`config.mk`:
```
export PLATFORM = sky130hd
export DESIGN_NAME = dp_sequencer_flat
export DESIGN_NICKNAME = d
export VERILOG_FILES = /design/src/rtl/dp_pkg.sv /design/src/rtl/dp_sequencer_if.sv /design/src/rtl/dp_step_counter.sv /design/src/rtl/dp_sequencer.sv /design/src/flat_wrapper.sv
export SDC_FILE = /design/constraint.sdc
export NUM_CORES = 1
export LEC_CHECK = 0
export ABC_AREA = 0
export BUFFER_PORTS_ARGS = -buffer_cell sky130_fd_sc_hd__buf_2
export CAP_MARGIN = 20
export CELL_PAD_IN_SITES_DETAIL_PLACEMENT = 1
export CELL_PAD_IN_SITES_GLOBAL_PLACEMENT = 1
export CORE_ASPECT_RATIO = 0.9
export CORE_MARGIN = 2
export CORE_UTILIZATION = 38
export DETAILED_ROUTE_END_ITERATION = 16
export GPL_ROUTABILITY_DRIVEN = 0
export PLACE_DENSITY = 0.78
export SLEW_MARGIN = 20
export SYNTH_ARGS = -nofsm -noshare
export SYNTH_HDL_FRONTEND = slang
export SYNTH_SLANG_ARGS = --single-unit
```
`constraint.sdc`:
```
create_clock -name clk -period 2.8 [get_ports clk]
set_input_delay 0.84 -clock clk [delete_from_list [all_inputs] [get_ports clk]]
set_output_delay 0.84 -clock clk [all_outputs]
set_load 0.03 [all_outputs]
```
`src/rtl/dp_pkg.sv`:
```
// Shared types and defaults for the accumulate datapath sequencer.
// Imported by the sequencer top and its index counter.
package dp_pkg;

    typedef enum logic [2:0] {
        IDLE,
        CLEAR,
        FETCH,
        EXEC,
        DONE
    } state_t;

    localparam logic SEL_ADD = 1'b0;
    localparam logic SEL_SUB = 1'b1;

    localparam int DW  = 8;
    localparam int N_A = 8;
    localparam int N_B = 4;

endpackage

```
`src/rtl/dp_sequencer_if.sv`:
```
// Command/status and datapath control bundle of the sequencer.
// master = sequencer side, slave = command source plus datapath.
interface dp_sequencer_if #(
    parameter int N_A = 8
);

    localparam int NW = $clog2(N_A + 1);

    logic          start;
    logic          abort;
    logic          ge;
    logic          clr_a;
    logic          clr_b;
    logic          inc_a;
    logic          inc_b;
    logic          clr_acc;
    logic          ld_acc;
    logic          sel;
    logic          busy;
    logic          done;
    logic [NW-1:0] n_sub;

    modport master (
        input  start, abort, ge,
        output clr_a, clr_b, inc_a, inc_b,
        output clr_acc, ld_acc, sel,
        output busy, done, n_sub
    );

    modport slave (
        output start, abort, ge,
        input  clr_a, clr_b, inc_a, inc_b,
        input  clr_acc, ld_acc, sel,
        input  busy, done, n_sub
    );

endinterface

```
`src/rtl/dp_step_counter.sv`:
```
// Modulo-N element index with clear, increment and terminal flag.
// Clear wins over increment; the count wraps after N-1.
module dp_step_counter #(
    parameter int N = 8
) (
    input  logic clk,
    input  logic rst_n,
    input  logic clr_i,
    input  logic inc_i,
    output logic tc_o
);

    localparam int W = (N > 1) ? $clog2(N) : 1;

    logic [W-1:0] cnt_q;
    logic [W-1:0] cnt_d;

    assign tc_o = (cnt_q == W'(N - 1));

    always_comb begin
        cnt_d = cnt_q;
        if (clr_i) begin
            cnt_d = '0;
        end else if (inc_i) begin
            cnt_d = tc_o ? '0 : cnt_q + 1'b1;
        end
    end

    always_ff @(posedge clk or negedge rst_n) begin
        if (!rst_n) begin
            cnt_q <= '0;
        end else begin
            cnt_q <= cnt_d;
        end
    end

endmodule

```
`src/rtl/dp_sequencer.sv`:
```
// Control FSM for the accumulate datapath: clear, then FETCH/EXEC
// per A element, then a one-cycle done pulse.
module dp_sequencer #(
    parameter int N_A = dp_pkg::N_A,
    parameter int N_B = dp_pkg::N_B
) (
    input  logic clk,
    input  logic reset,
    dp_sequencer_if.master bus
);

    import dp_pkg::*;

    localparam int NW = $clog2(N_A + 1);

    // B wraps on its own in the datapath; only the legality matters here.
    if (N_A < 2 || (N_A & (N_A - 1)) != 0 ||
        N_B < 1 || N_B > N_A || (N_B & (N_B - 1)) != 0) begin : g_bad_cfg
        $error("dp_sequencer: illegal N_A/N_B");
    end

    state_t        state_q;
    state_t        state_d;
    logic [NW-1:0] nsub_q;
    logic [NW-1:0] nsub_d;
    logic          idx_clr;
    logic          idx_inc;
    logic          idx_tc;

    dp_step_counter #(
        .N (N_A)
    ) u_idx (
        .clk   (clk),
        .rst_n (reset),
        .clr_i (idx_clr),
        .inc_i (idx_inc),
        .tc_o  (idx_tc)
    );

    assign bus.n_sub = nsub_q;
    assign bus.busy  = (state_q != IDLE);

    always_comb begin
        state_d     = state_q;
        nsub_d      = nsub_q;
        idx_clr     = 1'b0;
        idx_inc     = 1'b0;
        bus.clr_a   = 1'b0;
        bus.clr_b   = 1'b0;
        bus.inc_a   = 1'b0;
        bus.inc_b   = 1'b0;
        bus.clr_acc = 1'b0;
        bus.ld_acc  = 1'b0;
        bus.sel     = SEL_ADD;
        bus.done    = 1'b0;
        unique case (state_q)
            IDLE: begin
                if (bus.start && !bus.abort) begin
                    state_d = CLEAR;
                end
            end
            CLEAR: begin
                if (bus.abort) begin
                    state_d = IDLE;
                end else begin
                    bus.clr_a   = 1'b1;
                    bus.clr_b   = 1'b1;
                    bus.clr_acc = 1'b1;
                    nsub_d      = '0;
                    idx_clr     = 1'b1;
                    state_d     = FETCH;
                end
            end
            FETCH: begin
                state_d = bus.abort ? IDLE : EXEC;
            end
            EXEC: begin
                bus.sel = bus.ge ? SEL_SUB : SEL_ADD;
                if (bus.abort) begin
                    state_d = IDLE;
                end else begin
                    bus.ld_acc = 1'b1;
                    bus.inc_a  = 1'b1;
                    bus.inc_b  = 1'b1;
                    idx_inc    = 1'b1;
                    if (bus.ge) begin
                        nsub_d = nsub_q + 1'b1;
                    end
                    state_d = idx_tc ? DONE : FETCH;
                end
            end
            DONE: begin
                bus.done = !bus.abort;
                state_d  = IDLE;
            end
            default: begin
                state_d = IDLE;
            end
        endcase
    end

    always_ff @(posedge clk or negedge reset) begin
        if (!reset) begin
            state_q <= IDLE;
            nsub_q  <= '0;
        end else begin
            state_q <= state_d;
            nsub_q  <= nsub_d;
        end
    end

endmodule

```
`src/flat_wrapper.sv`:
```
// flat-port wrapper written by rule: the top's interface ports become plain ports
module dp_sequencer_flat import dp_pkg::*;
#(
    parameter int N_A = dp_pkg::N_A,
    parameter int N_B = dp_pkg::N_B
)
  (clk, reset, bus_start, bus_abort, bus_ge, bus_clr_a, bus_clr_b, bus_inc_a, bus_inc_b, bus_clr_acc, bus_ld_acc, bus_sel, bus_busy, bus_done, bus_n_sub);
  dp_sequencer_if #(.N_A(N_A)) bus_i ();
  input  logic clk;
  input  logic reset;
  input wire logic [$bits(bus_i.start)-1:0] bus_start;
  input wire logic [$bits(bus_i.abort)-1:0] bus_abort;
  input wire logic [$bits(bus_i.ge)-1:0] bus_ge;
  output wire logic [$bits(bus_i.clr_a)-1:0] bus_clr_a;
  output wire logic [$bits(bus_i.clr_b)-1:0] bus_clr_b;
  output wire logic [$bits(bus_i.inc_a)-1:0] bus_inc_a;
  output wire logic [$bits(bus_i.inc_b)-1:0] bus_inc_b;
  output wire logic [$bits(bus_i.clr_acc)-1:0] bus_clr_acc;
  output wire logic [$bits(bus_i.ld_acc)-1:0] bus_ld_acc;
  output wire logic [$bits(bus_i.sel)-1:0] bus_sel;
  output wire logic [$bits(bus_i.busy)-1:0] bus_busy;
  output wire logic [$bits(bus_i.done)-1:0] bus_done;
  output wire logic [$bits(bus_i.n_sub)-1:0] bus_n_sub;
  assign bus_i.start = bus_start;
  assign bus_i.abort = bus_abort;
  assign bus_i.ge = bus_ge;
  assign bus_clr_a = bus_i.clr_a;
  assign bus_clr_b = bus_i.clr_b;
  assign bus_inc_a = bus_i.inc_a;
  assign bus_inc_b = bus_i.inc_b;
  assign bus_clr_acc = bus_i.clr_acc;
  assign bus_ld_acc = bus_i.ld_acc;
  assign bus_sel = bus_i.sel;
  assign bus_busy = bus_i.busy;
  assign bus_done = bus_i.done;
  assign bus_n_sub = bus_i.n_sub;
  dp_sequencer #(.N_A(N_A), .N_B(N_B)) u_core (.clk(clk), .reset(reset), .bus(bus_i));
endmodule
```
# Yosys cells after proc, flatten, opt, wreduce, memory -nomap -nowiden
# Cells that the tools add are included.
dict set report op_classes {
  n_mux 19
  shift 0
  eq_ne 9
  n_div 0
  reduce_logical 7
  n_mul 0
  order_cmp 0
  bitwise 0
  add_sub_neg 2
}
# cell count
set op_table {}
lappend op_table {{$mux W3} 6}
lappend op_table {{$mux W4} 3}
lappend op_table {{$pmux W3 S4} 1}
lappend op_table {{$pmux W4 S2} 1}
lappend op_table {{$eq A3 B2 Y1 const B} 2}
lappend op_table {{$eq A3 B3 Y1 const B} 2}
lappend op_table {{$mux W1} 6}
lappend op_table {{$ne A2 B2 Y1 const B} 3}
lappend op_table {{$add A4 B1 Y4 const B} 1}
lappend op_table {{$mux W2} 2}
lappend op_table {{$reduce_and A4 Y1} 1}
lappend op_table {{$reduce_bool A2 Y1} 2}
lappend op_table {{$add A3 B1 Y3 const B} 1}
lappend op_table {{$eq A3 B1 Y1 const B} 1}
lappend op_table {{$logic_not A3 Y1} 1}
lappend op_table {{$reduce_bool A3 Y1} 1}
lappend op_table {{$ne A2 B1 Y1 const B} 1}
lappend op_table {{$logic_and A1 B1 Y1} 1}
lappend op_table {{$logic_not A1 Y1} 1}
dict set report word_totals {
  output_inout_bits 13
  in_bits 5
  mem_bits_ro 0
  n_memories 0
  latch_bits 0
  ff_bits 10
  ramBits 0
  elab_cells 40
}

# Depth between registers and ports, before layout
# Gate-level depths: netlist of run 1.
dict set report depth {
  ltp_word 4
  mapped_depth 4
  ltp_nobuf 4
}

# Hierarchy
# Synthesis of run 1 repeated with hierarchy kept, for this count alone.
dict set report unflattened {
  cells_unflattened 55
  area_unflattened_um2 590.6
}
# mod n_inst seq_area_each_um2 cells_each area_each_um2
set by_module_without_submodules {}
lappend by_module_without_submodules {dp_sequencer 1 175.2 43 439.2}
lappend by_module_without_submodules {dp_step_counter 1 75.1 12 151.4}

# Worst setup path after synthesis of run 1
# No wires, ideal clock.
dict set report synth_path {
  kind {in2out}
  start {in bus_abort}
  end {out bus_clr_acc}
  setup_slack_ns -0.116
  t_required_ns 1.960
  path_buffers 2
  arrival_ns 2.076
  cell_stages 4
  path_cell_list {or3b_1 -> buf_2 -> nor2_1 -> buf_4}
}
dict set report synth_via {
  elab_chain_cells 2
}
# element line_no
set synth_lines {}
lappend synth_lines {{start: declaration} flat_wrapper.sv:12} ;# input wire logic [$bits(bus_i.abort)-1:0] bus_abort;
lappend synth_lines {{$mux W1 (2 in series)} n/a}
lappend synth_lines {{end: declaration} flat_wrapper.sv:18} ;# output wire logic [$bits(bus_i.clr_acc)-1:0] bus_clr_acc;
# No other way between the ends.

# Worst setup path in the final report of run 1
dict set report layout_path {
  start {in bus_abort}
  end {out bus_ld_acc}
}
dict set report layout_via {
  elab_chain_cells 2
}
# element line_no
set layout_lines {}
lappend layout_lines {{$mux W1} dp_sequencer.sv:79} ;# if (bus.abort) begin
lappend layout_lines {{$mux W1} dp_sequencer.sv:56} ;# unique case (state_q)
lappend layout_lines {{end: declaration} flat_wrapper.sv:19} ;# output wire logic [$bits(bus_i.ld_acc)-1:0] bus_ld_acc;
# No other way between the ends.

==> results.cfg, run 1 <==
[status]
status = complete, no violations

[flow_run]
cap_viol_max_count = 0

[placed_design]
dpl_worst_slack_ps = 175
place.detailed.hpwl_um = 974
port_buffers = 17

[timing]
tightest_slew_ps = 346
clock_skew_ps = 0.722
setup_repair_after_global_routing_missed_its_margin = false
number_of_pins_with_negative_max_slew_slack_in_the_final_report = 0
setup_slack_ps = 179
fin_crit_ps = 2620
max_freq_mhz = 382
fin_crit_sh = 0.936
finalHoldViolCount = 0
worst_slew_margin_rel = 0.769
finalSetupViolCount = 0
final.setup.tns_ps = 0

[power]
vdd_drop_max_uv = 225
static_leakage_nw = 0.371
cellPowerDensity_nw_per_um2 = 465

[clock_tree]
cts_made_buffers = 3
worstSkewPairLatency_ps = 260
cts.sinks = 10
cts-root-buf = clkbuf_4
worst_setup_hold_path_clk_slew_ps = 60
cts_buffer_depth = 2
post_cts.repair.setup_buffers = 0
clock_tree_from_tritoncts = built
ctsHtreeMaxLevel = 1
quantity_of_hold_fixing_buffers_added_after_cts = 0
post_cts_resized = 0

[setup_path]
worstRegToRegCells = 4
worstSetupPathType = input port to primary output
cp-start-kind = input port
cp_endpoint_kind = primary output
worst-endpoint-arrival_ps = 1780
crit-reg2reg-launch = u_core.state_q[2]
critical_path_data_required_time_ps = 1960
path_max_fanout = 5
rr_endpoint = u_core.bus.n_sub[3]
reg_to_reg_setup_timing_slack_ps = 1320

[die]
floorplan.io_pins = 18
dieWidth_um = 44.6
design.die.area_um2 = 1810
std_cell_rows = 13
vertical_extent_of_the_die_um = 40.6
initial_core_utilization = 0.399
placeableCoreArea_um2 = 1420

[yosys]
ys_seq_elements = 10
synth_nets = 64
postSynth.asyncResetShare = 1.00
syn_avg_cell_area_um2 = 10.1
ys_dominant_reg_cell = dfrtp_1
post_synth_instance_area_um2 = 564
yosys.cell_types.count = 27
synth_warnings = 0
syn_inst = 56
synth-seq-area-share = 0.443
synth_enable_flop_cells = 0

[global_route]
largest_net_degree_at_the_start_of_global_routing = 13
overflow = 0
grtUsageTotal = 0.161
grt_pass1_wl_um = 1950
first_global_vias = 426
grt_antenna_before_repair = 0

[layout]
final_net_count = 81
drive_gt1_frac = 0.394
syn_to_final_growth_pct = 17.3
antennaDiodeCount = 0
num-fill-cells = 173

[drt]
final_antenna_violating_net_count = 0
vias_per_cell = 5.38
route.detailed.drc = 0
drtPass1Iterations = 3
first_iter_violations = 7
routed_wl_um = 1260
wire_per_inst_um = 14.7
dr_total_vias = 463

[worst_hold_path]
hp-class = input port to asynchronous set/reset pin
synthesized netlist by cell type (all sizes together), types with 2 or more instances:
| master | count | area [um2] |
|---|---|---|
| nor3b | 2 | 20.0 |
| a22o | 2 | 17.5 |
| ha | 3 | 37.5 |
| nand3 | 2 | 10.0 |
| o21ai | 3 | 15.0 |
| inv | 3 | 11.3 |
| dfrtp | 10 | 250 |
| buf | 5 | 35.0 |
| nand2 | 4 | 15.0 |
| mux2 | 2 | 22.5 |
| nor2 | 8 | 32.5 |
cell families after synthesis:
kind of cell               count (synthesis)  share of synthesized area
DFF                                       10                      0.443
AOI/OAI and AO/OA                          9                      0.135
muxes                                      2                     0.0399
and+or+nand+nor                           23                      0.226
buffers and inverters                      9                     0.0887
adders and majority gates                  3                     0.0665
flip-flops by register name (all words and copies together), names as in the netlist:
name,cells
u_core.bus.n_sub,4
u_core.state_q,3
u_core.u_idx.cnt_q,3
area by class of cell:
| class | count | area (um2) | share of cell area |
|---|---|---|---|
| Tap cell | 15 | 18.8 | 0.0284 |
| Multi-Input combinational cell | 37 | 267 | 0.403 |
| Clock buffer | 3 | 22.5 | 0.0340 |
| Inverter | 3 | 11.3 | 0.0170 |
| Timing Repair Buffer | 18 | 92.6 | 0.140 |
| Sequential cell | 10 | 250 | 0.378 |
placed cells by master (no fill, tap or decap), drive strengths merged:
master  instances
buf            18
dfrtp          10
nor2            8
nand2           4
inv             3
ha              3
clkbuf          3
o21ai           3
a22o            2
nand3           2
mux2            2
nor3b           2
or3             1
or3b            1
nor4b           1
nand3b          1
o221ai          1
and3            1
a31oi           1
nand4           1
and2            1
a22oi           1
o41ai           1
stage by stage:
step | utilization | power [mW] | instances | hold slack, ps | area, um2
final | 0.468 | 0.308 | 86 | 430 | 662
after global routing | 0.468 | 0.322 | 86 | 436 | 662
after CTS | 0.468 | 0.313 | 86 | 430 | 662
after floorplan | - | 0.197 | 56 | 443 | 567
after global placement | 0.452 | 0.211 | 83 | 454 | 639
after detailed placement | 0.452 | 0.213 | 83 | 485 | 639
worst max-delay path by stage:
stage	slack, ps	from	to	depth (start not counted)
final	180	bus_abort	bus_ld_acc	4
after global routing	120	bus_abort	bus_inc_b	4
after global placement	210	bus_abort	bus_ld_acc	4
after detailed placement	170	bus_abort	bus_ld_acc	4
after floorplan	60	bus_abort	bus_inc_b	4
after CTS	180	bus_abort	bus_ld_acc	4
layer usage:
metal / GRT usage / part of all wire / wire length [um] / vias up
met5: 0 / 0 / 0 / -
met4: 0.0909 / 0.015 / 19 / 0
met3: 0.0405 / 0.050 / 63 / 4
met2: 0.261 / 0.48 / 602 / 12
met1: 0.196 / 0.46 / 579 / 222
li1: - / - / - / 225
critical path, stage by stage:
cell	delay (ps)
buf_2	130
or3b_1	420
nor2_2	170
buf_2	230
report_power, final:
| part | switching [mW] | internal (mW) | total (mW) | leakage [nW] |
|---|---|---|---|---|
| clock network | 0.0490 | 0.0497 | 0.0987 | 0.0138 |
| logic | 0.0316 | 0.0168 | 0.0483 | 0.220 |
| registers | 0.00969 | 0.151 | 0.161 | 0.137 |
| total | 0.0903 | 0.218 | 0.308 | 0.371 |
(Power assumes the default switching activity.)
==> run 2: changes to the inputs <==
--- a/config.mk
+++ b/config.mk
@@ -10,12 +10,12 @@
 export CAP_MARGIN = 20
 export CELL_PAD_IN_SITES_DETAIL_PLACEMENT = 1
 export CELL_PAD_IN_SITES_GLOBAL_PLACEMENT = 1
-export CORE_ASPECT_RATIO = 0.9
 export CORE_MARGIN = 2
-export CORE_UTILIZATION = 38
+export CORE_UTILIZATION = 41
+export CTS_BUF_LIST = sky130_fd_sc_hd__clkbuf_4
 export DETAILED_ROUTE_END_ITERATION = 16
 export GPL_ROUTABILITY_DRIVEN = 0
-export PLACE_DENSITY = 0.78
+export PLACE_DENSITY = 0.84
 export SLEW_MARGIN = 20
 export SYNTH_ARGS = -nofsm -noshare
 export SYNTH_HDL_FRONTEND = slang
==> results.cfg, run 2 (same netlist as run 1, synthesis figures left out) <==
[status]
status = complete, no violations

[timing]
fin_crit_sh = 0.929
fin_crit_ps = 2600
final.setup.tns_ps = 0
setup_slack_ps = 198
finalHoldViolCount = 0
setup_repair_after_global_routing_missed_its_margin = false
worst_slew_margin_rel = 0.763
tightest_slew_ps = 355
max_freq_mhz = 384
finalSetupViolCount = 0
number_of_pins_with_negative_max_slew_slack_in_the_final_report = 0
hold_ws_ps = 425
clock_skew_ps = 6.13

[power]
internal-power_mw = 0.220
seqPwrFrac = 0.515
power.total_mw = 0.312
p_sw_mw = 0.0926
vdd_drop_max_uv = 262
netSwitchingFraction = 0.297
static_leakage_nw = 0.373
clkPwrFrac = 0.328
proportion_of_power_drawn_by_combinational_gates = 0.156
cellPowerDensity_nw_per_um2 = 469

[global_route]
first_global_vias = 432
largest_net_degree_at_the_start_of_global_routing = 13
grtUsageTotal = 0.183
overflow = 0
grt_antenna_before_repair = 0
grt_pass1_wl_um = 1930

[clock_tree]
worst_setup_hold_path_clk_slew_ps = 70
post_cts_resized = 0
cts_made_buffers = 3
clock_tree_from_tritoncts = built
cts_buffer_depth = 2
ctsHtreeMaxLevel = 1
worstSkewPairLatency_ps = 260
cts-root-buf = clkbuf_4
cts.sinks = 10
quantity_of_hold_fixing_buffers_added_after_cts = 0
post_cts.repair.setup_buffers = 0

[placed_design]
place.detailed.hpwl_um = 977
port_buffers = 17
dpl_worst_slack_ps = 191

[layout]
num-fill-cells = 167
highest_count_cells_in_the_layout_ignoring_fill_and_taps = buf_2 (17), dfrtp_1 (10), nor2_1 (6)
largest_register_ff_count = 4
final_net_count = 81
syn_to_final_growth_pct = 18.0
most_common_cell_after_layout_fill_and_taps_aside = buf_2
antennaDiodeCount = 0
drive_gt1_frac = 0.389

[drt]
wire_per_inst_um = 14.2
first_iter_violations = 11
vias_per_cell = 5.25
final_antenna_violating_net_count = 0
route.detailed.drc = 0
dr_total_vias = 457
drtPass1Iterations = 2
routed_wl_um = 1240

[setup_path]
rr_endpoint = u_core.bus.n_sub[3]
cp_endpoint_kind = primary output
crit-reg2reg-launch = u_core.state_q[2]
critical_path_data_required_time_ps = 1960
cp-start-kind = input port
timing.critical_path.slowest_stage_cell = or3b_1
worst-endpoint-arrival_ps = 1760
worstSetupPathType = input port to primary output
path_max_fanout = 5
cpPeakStageDelay_ps = 410
most_numerous_cell_on_the_critical_path = buf_2
cp-startpoint = bus_abort
crit_path_end = bus_inc_a
worstPathCellList = buf_2 > or3b_1 > nor2_2 > buf_2
worstRegToRegCells = 4
reg_to_reg_setup_timing_slack_ps = 1330

[die]
design.die.area_um2 = 1690
dieWidth_um = 41.1
initial_core_utilization = 0.434
vertical_extent_of_the_die_um = 41.1
floorplan.io_pins = 18
std_cell_rows = 13
placeableCoreArea_um2 = 1300

[worst_hold_path]
hp-class = input port to asynchronous set/reset pin

[flow_run]
cap_viol_max_count = 0
run 2: routing by layer:
metal | part of all wire | up-vias | GRT usage
li1 | - | 225 | -
met1 | 0.44 | 225 | 0.224
met2 | 0.52 | 7 | 0.301
met3 | 0.030 | 0 | 0.0489
met4 | 0 | 0 | 0.0726
met5 | 0 | - | 0
run 2: metrics by stage:
step	instances	instance area, um2	utilization
global route	87	666	0.512
finish	87	666	0.512
detailed placement	83	639	0.491
global placement	83	639	0.491
floorplan	56	567	-
CTS	87	666	0.512
run 2: how the worst min path moves through the flow:
| stage | to | start | cells past startpoint | slack (ps) |
|---|---|---|---|---|
| after floorplan | u_core.u_idx.cnt_q[1] | u_core.u_idx.cnt_q[1] | 2 | 440 |
| after global placement | u_core.u_idx.cnt_q[2] | u_core.u_idx.cnt_q[2] | 2 | 460 |
| after detailed placement | u_core.u_idx.cnt_q[1] | u_core.u_idx.cnt_q[1] | 2 | 480 |
| after CTS | u_core.u_idx.cnt_q[1] | reset | 1 | 430 |
| after global routing | u_core.state_q[1] | reset | 1 | 440 |
| final | u_core.u_idx.cnt_q[1] | reset | 1 | 420 |
run 2: layout make-up:
cell class | instances | area [um2] | share of cell area
Clock buffer | 3 | 22.5 | 0.0338
Timing Repair Buffer | 18 | 92.6 | 0.139
Sequential cell | 10 | 250 | 0.376
Tap cell | 15 | 18.8 | 0.0282
Inverter | 3 | 11.3 | 0.0169
Multi-Input combinational cell | 37 | 267 | 0.400
Clock inverter | 1 | 3.75 | 0.00564
run 2: power groups by stage:
stage | registers, mW | logic [mW] | clock network, mW
detailed placement | 0.164 | 0.0499 | 0
finish | 0.161 | 0.0488 | 0.102
floorplan | 0.161 | 0.0356 | 0
CTS | 0.161 | 0.0500 | 0.106
global route | 0.162 | 0.0544 | 0.112
global placement | 0.163 | 0.0477 | 0
run 2: critical path, delay by kind of cell:
family                 cells  cell delay (ps)
buffers and inverters      2              350
and+or+nand+nor            2              570
==> run 3: changes to the inputs <==
--- a/config.mk
+++ b/config.mk
@@ -10,12 +10,13 @@
 export CAP_MARGIN = 20
 export CELL_PAD_IN_SITES_DETAIL_PLACEMENT = 1
 export CELL_PAD_IN_SITES_GLOBAL_PLACEMENT = 1
+export CORE_ASPECT_RATIO = 0.9
 export CORE_MARGIN = 2
-export CORE_UTILIZATION = 41
+export CORE_UTILIZATION = 34
 export CTS_BUF_LIST = sky130_fd_sc_hd__clkbuf_4
 export DETAILED_ROUTE_END_ITERATION = 16
 export GPL_ROUTABILITY_DRIVEN = 0
-export PLACE_DENSITY = 0.84
+export PLACE_DENSITY = 0.74
 export SLEW_MARGIN = 20
 export SYNTH_ARGS = -nofsm -noshare
 export SYNTH_HDL_FRONTEND = slang
==> constraint.sdc (replaced) <==
create_clock -name clk -period 2.25 [get_ports clk]
set_input_delay 0.675 -clock clk [delete_from_list [all_inputs] [get_ports clk]]
set_output_delay 0.675 -clock clk [all_outputs]
set_load 0.03 [all_outputs]
==> results.cfg, run 3 (same netlist as run 1, synthesis figures left out) <==
[status]
status = complete, no violations

[timing]
tightest_slew_ps = 318
worst_slew_margin_rel = 0.787
fin_crit_ps = 2200
finalSetupViolCount = 0
finalHoldViolCount = 0
fin_crit_sh = 0.977
max_freq_mhz = 455
setup_repair_after_global_routing_missed_its_margin = false
number_of_pins_with_negative_max_slew_slack_in_the_final_report = 0
clock_skew_ps = 1.13

[flow_run]
cap_viol_max_count = 0

[die]
dieWidth_um = 46.9
placeableCoreArea_um2 = 1500
initial_core_utilization = 0.377
design.die.area_um2 = 2000
floorplan.io_pins = 18
vertical_extent_of_the_die_um = 42.7
std_cell_rows = 13

[setup_path]
worst-endpoint-arrival_ps = 1520
critical_path_data_required_time_ps = 1570
crit-reg2reg-launch = u_core.state_q[0]
cp_endpoint_kind = primary output
worstRegToRegCells = 4
reg_to_reg_setup_timing_slack_ps = 760
rr_endpoint = u_core.bus.n_sub[3]
cp-startpoint = bus_abort
worstSetupPathType = input port to primary output
crit_path_end = bus_ld_acc
path_max_fanout = 4
cp-start-kind = input port

[layout]
final_net_count = 82
most_common_cell_after_layout_fill_and_taps_aside = buf_2
largest_register_ff_count = 4
highest_count_cells_in_the_layout_ignoring_fill_and_taps = buf_2 (17), dfrtp_1 (9), nor2_1 (6)
antennaDiodeCount = 0
syn_to_final_growth_pct = 23.7
drive_gt1_frac = 0.444
utilization_of_the_core_after_routing = 0.467
finalInstanceArea_um2 = 698

[placed_design]
place.detailed.hpwl_um = 971
postPlaceCellArea_um2 = 672
port_buffers = 17

[global_route]
first_global_vias = 449
grt_antenna_before_repair = 0
grt_pass1_wl_um = 1920
overflow = 0
largest_net_degree_at_the_start_of_global_routing = 13
grtUsageTotal = 0.135

[drt]
route.detailed.drc = 0
dr_total_vias = 460
final_antenna_violating_net_count = 0
routed_wl_um = 1190
vias_per_cell = 4.89
first_iter_violations = 3
wire_per_inst_um = 12.7
drtPass1Iterations = 2

[power]
vdd_drop_max_uv = 313
cellPowerDensity_nw_per_um2 = 547
power.total_mw = 0.382
static_leakage_nw = 0.378

[clock_tree]
cts_buffer_depth = 2
cts-root-buf = clkbuf_4
ctsHtreeMaxLevel = 1
cts_made_buffers = 3
worst_setup_hold_path_clk_slew_ps = 60
worstSkewPairLatency_ps = 260
clock_tree_from_tritoncts = built
cts.sinks = 10

[worst_hold_path]
hp-class = input port to asynchronous set/reset pin
## run 3: final cells by class
type / count / area (um2)
Sequential cell: 10 / 251
Timing Repair Buffer: 19 / 100
Tap cell: 22 / 27.5
Fill cell: 189 / 798
Multi-Input combinational cell: 37 / 285
Clock buffer: 3 / 22.5
Inverter: 3 / 11.3
## run 3: worst max-delay path: stages
cell and delay, ps:
buf_2 110, or3b_4 410, nor2_4 120, buf_2 210
## run 3: what timing repair did
action | CTS | global route
hold buffers | 0 | 0
setup endpoints to repair | 6 | 1
setup buffers | 0 | 0
resized for setup | 1 | 1
## run 3: worst min-delay path by stage
stage,end
2_1_floorplan,u_core.bus.n_sub[0]
3_5_place_dp,u_core.u_idx.cnt_q[1]
6_report,u_core.state_q[2]
3_3_place_gp,u_core.u_idx.cnt_q[1]
5_1_grt,u_core.state_q[2]
4_1_cts,u_core.state_q[2]
## run 3: power by group
part           internal [mW]  switching [mW]  leakage, nW
combinational         0.0236          0.0409        0.228
clock                 0.0615          0.0548       0.0138
sequential             0.189          0.0130        0.136
total                  0.274           0.109        0.378
## run 3: through the flow
step	hold slack [ps]	setup WS (ps)	std cells	TNS (ps)
2_1_floorplan	379	-33.8	56	-45.9
3_3_place_gp	454	-15.7	91	-45.3
3_5_place_dp	463	-32.1	91	-121
4_1_cts	263	45.5	94	0
5_1_grt	266	5.05	94	0
6_report	266	52.7	94	0
## run 3: layer usage
metal	track usage	vias to the layer above	wire length [um]
met3	0.0766	0	74
met1	0.154	219	534
li1	-	228	-
met4	0.0167	0	0
met2	0.222	13	582
met5	0	-	0
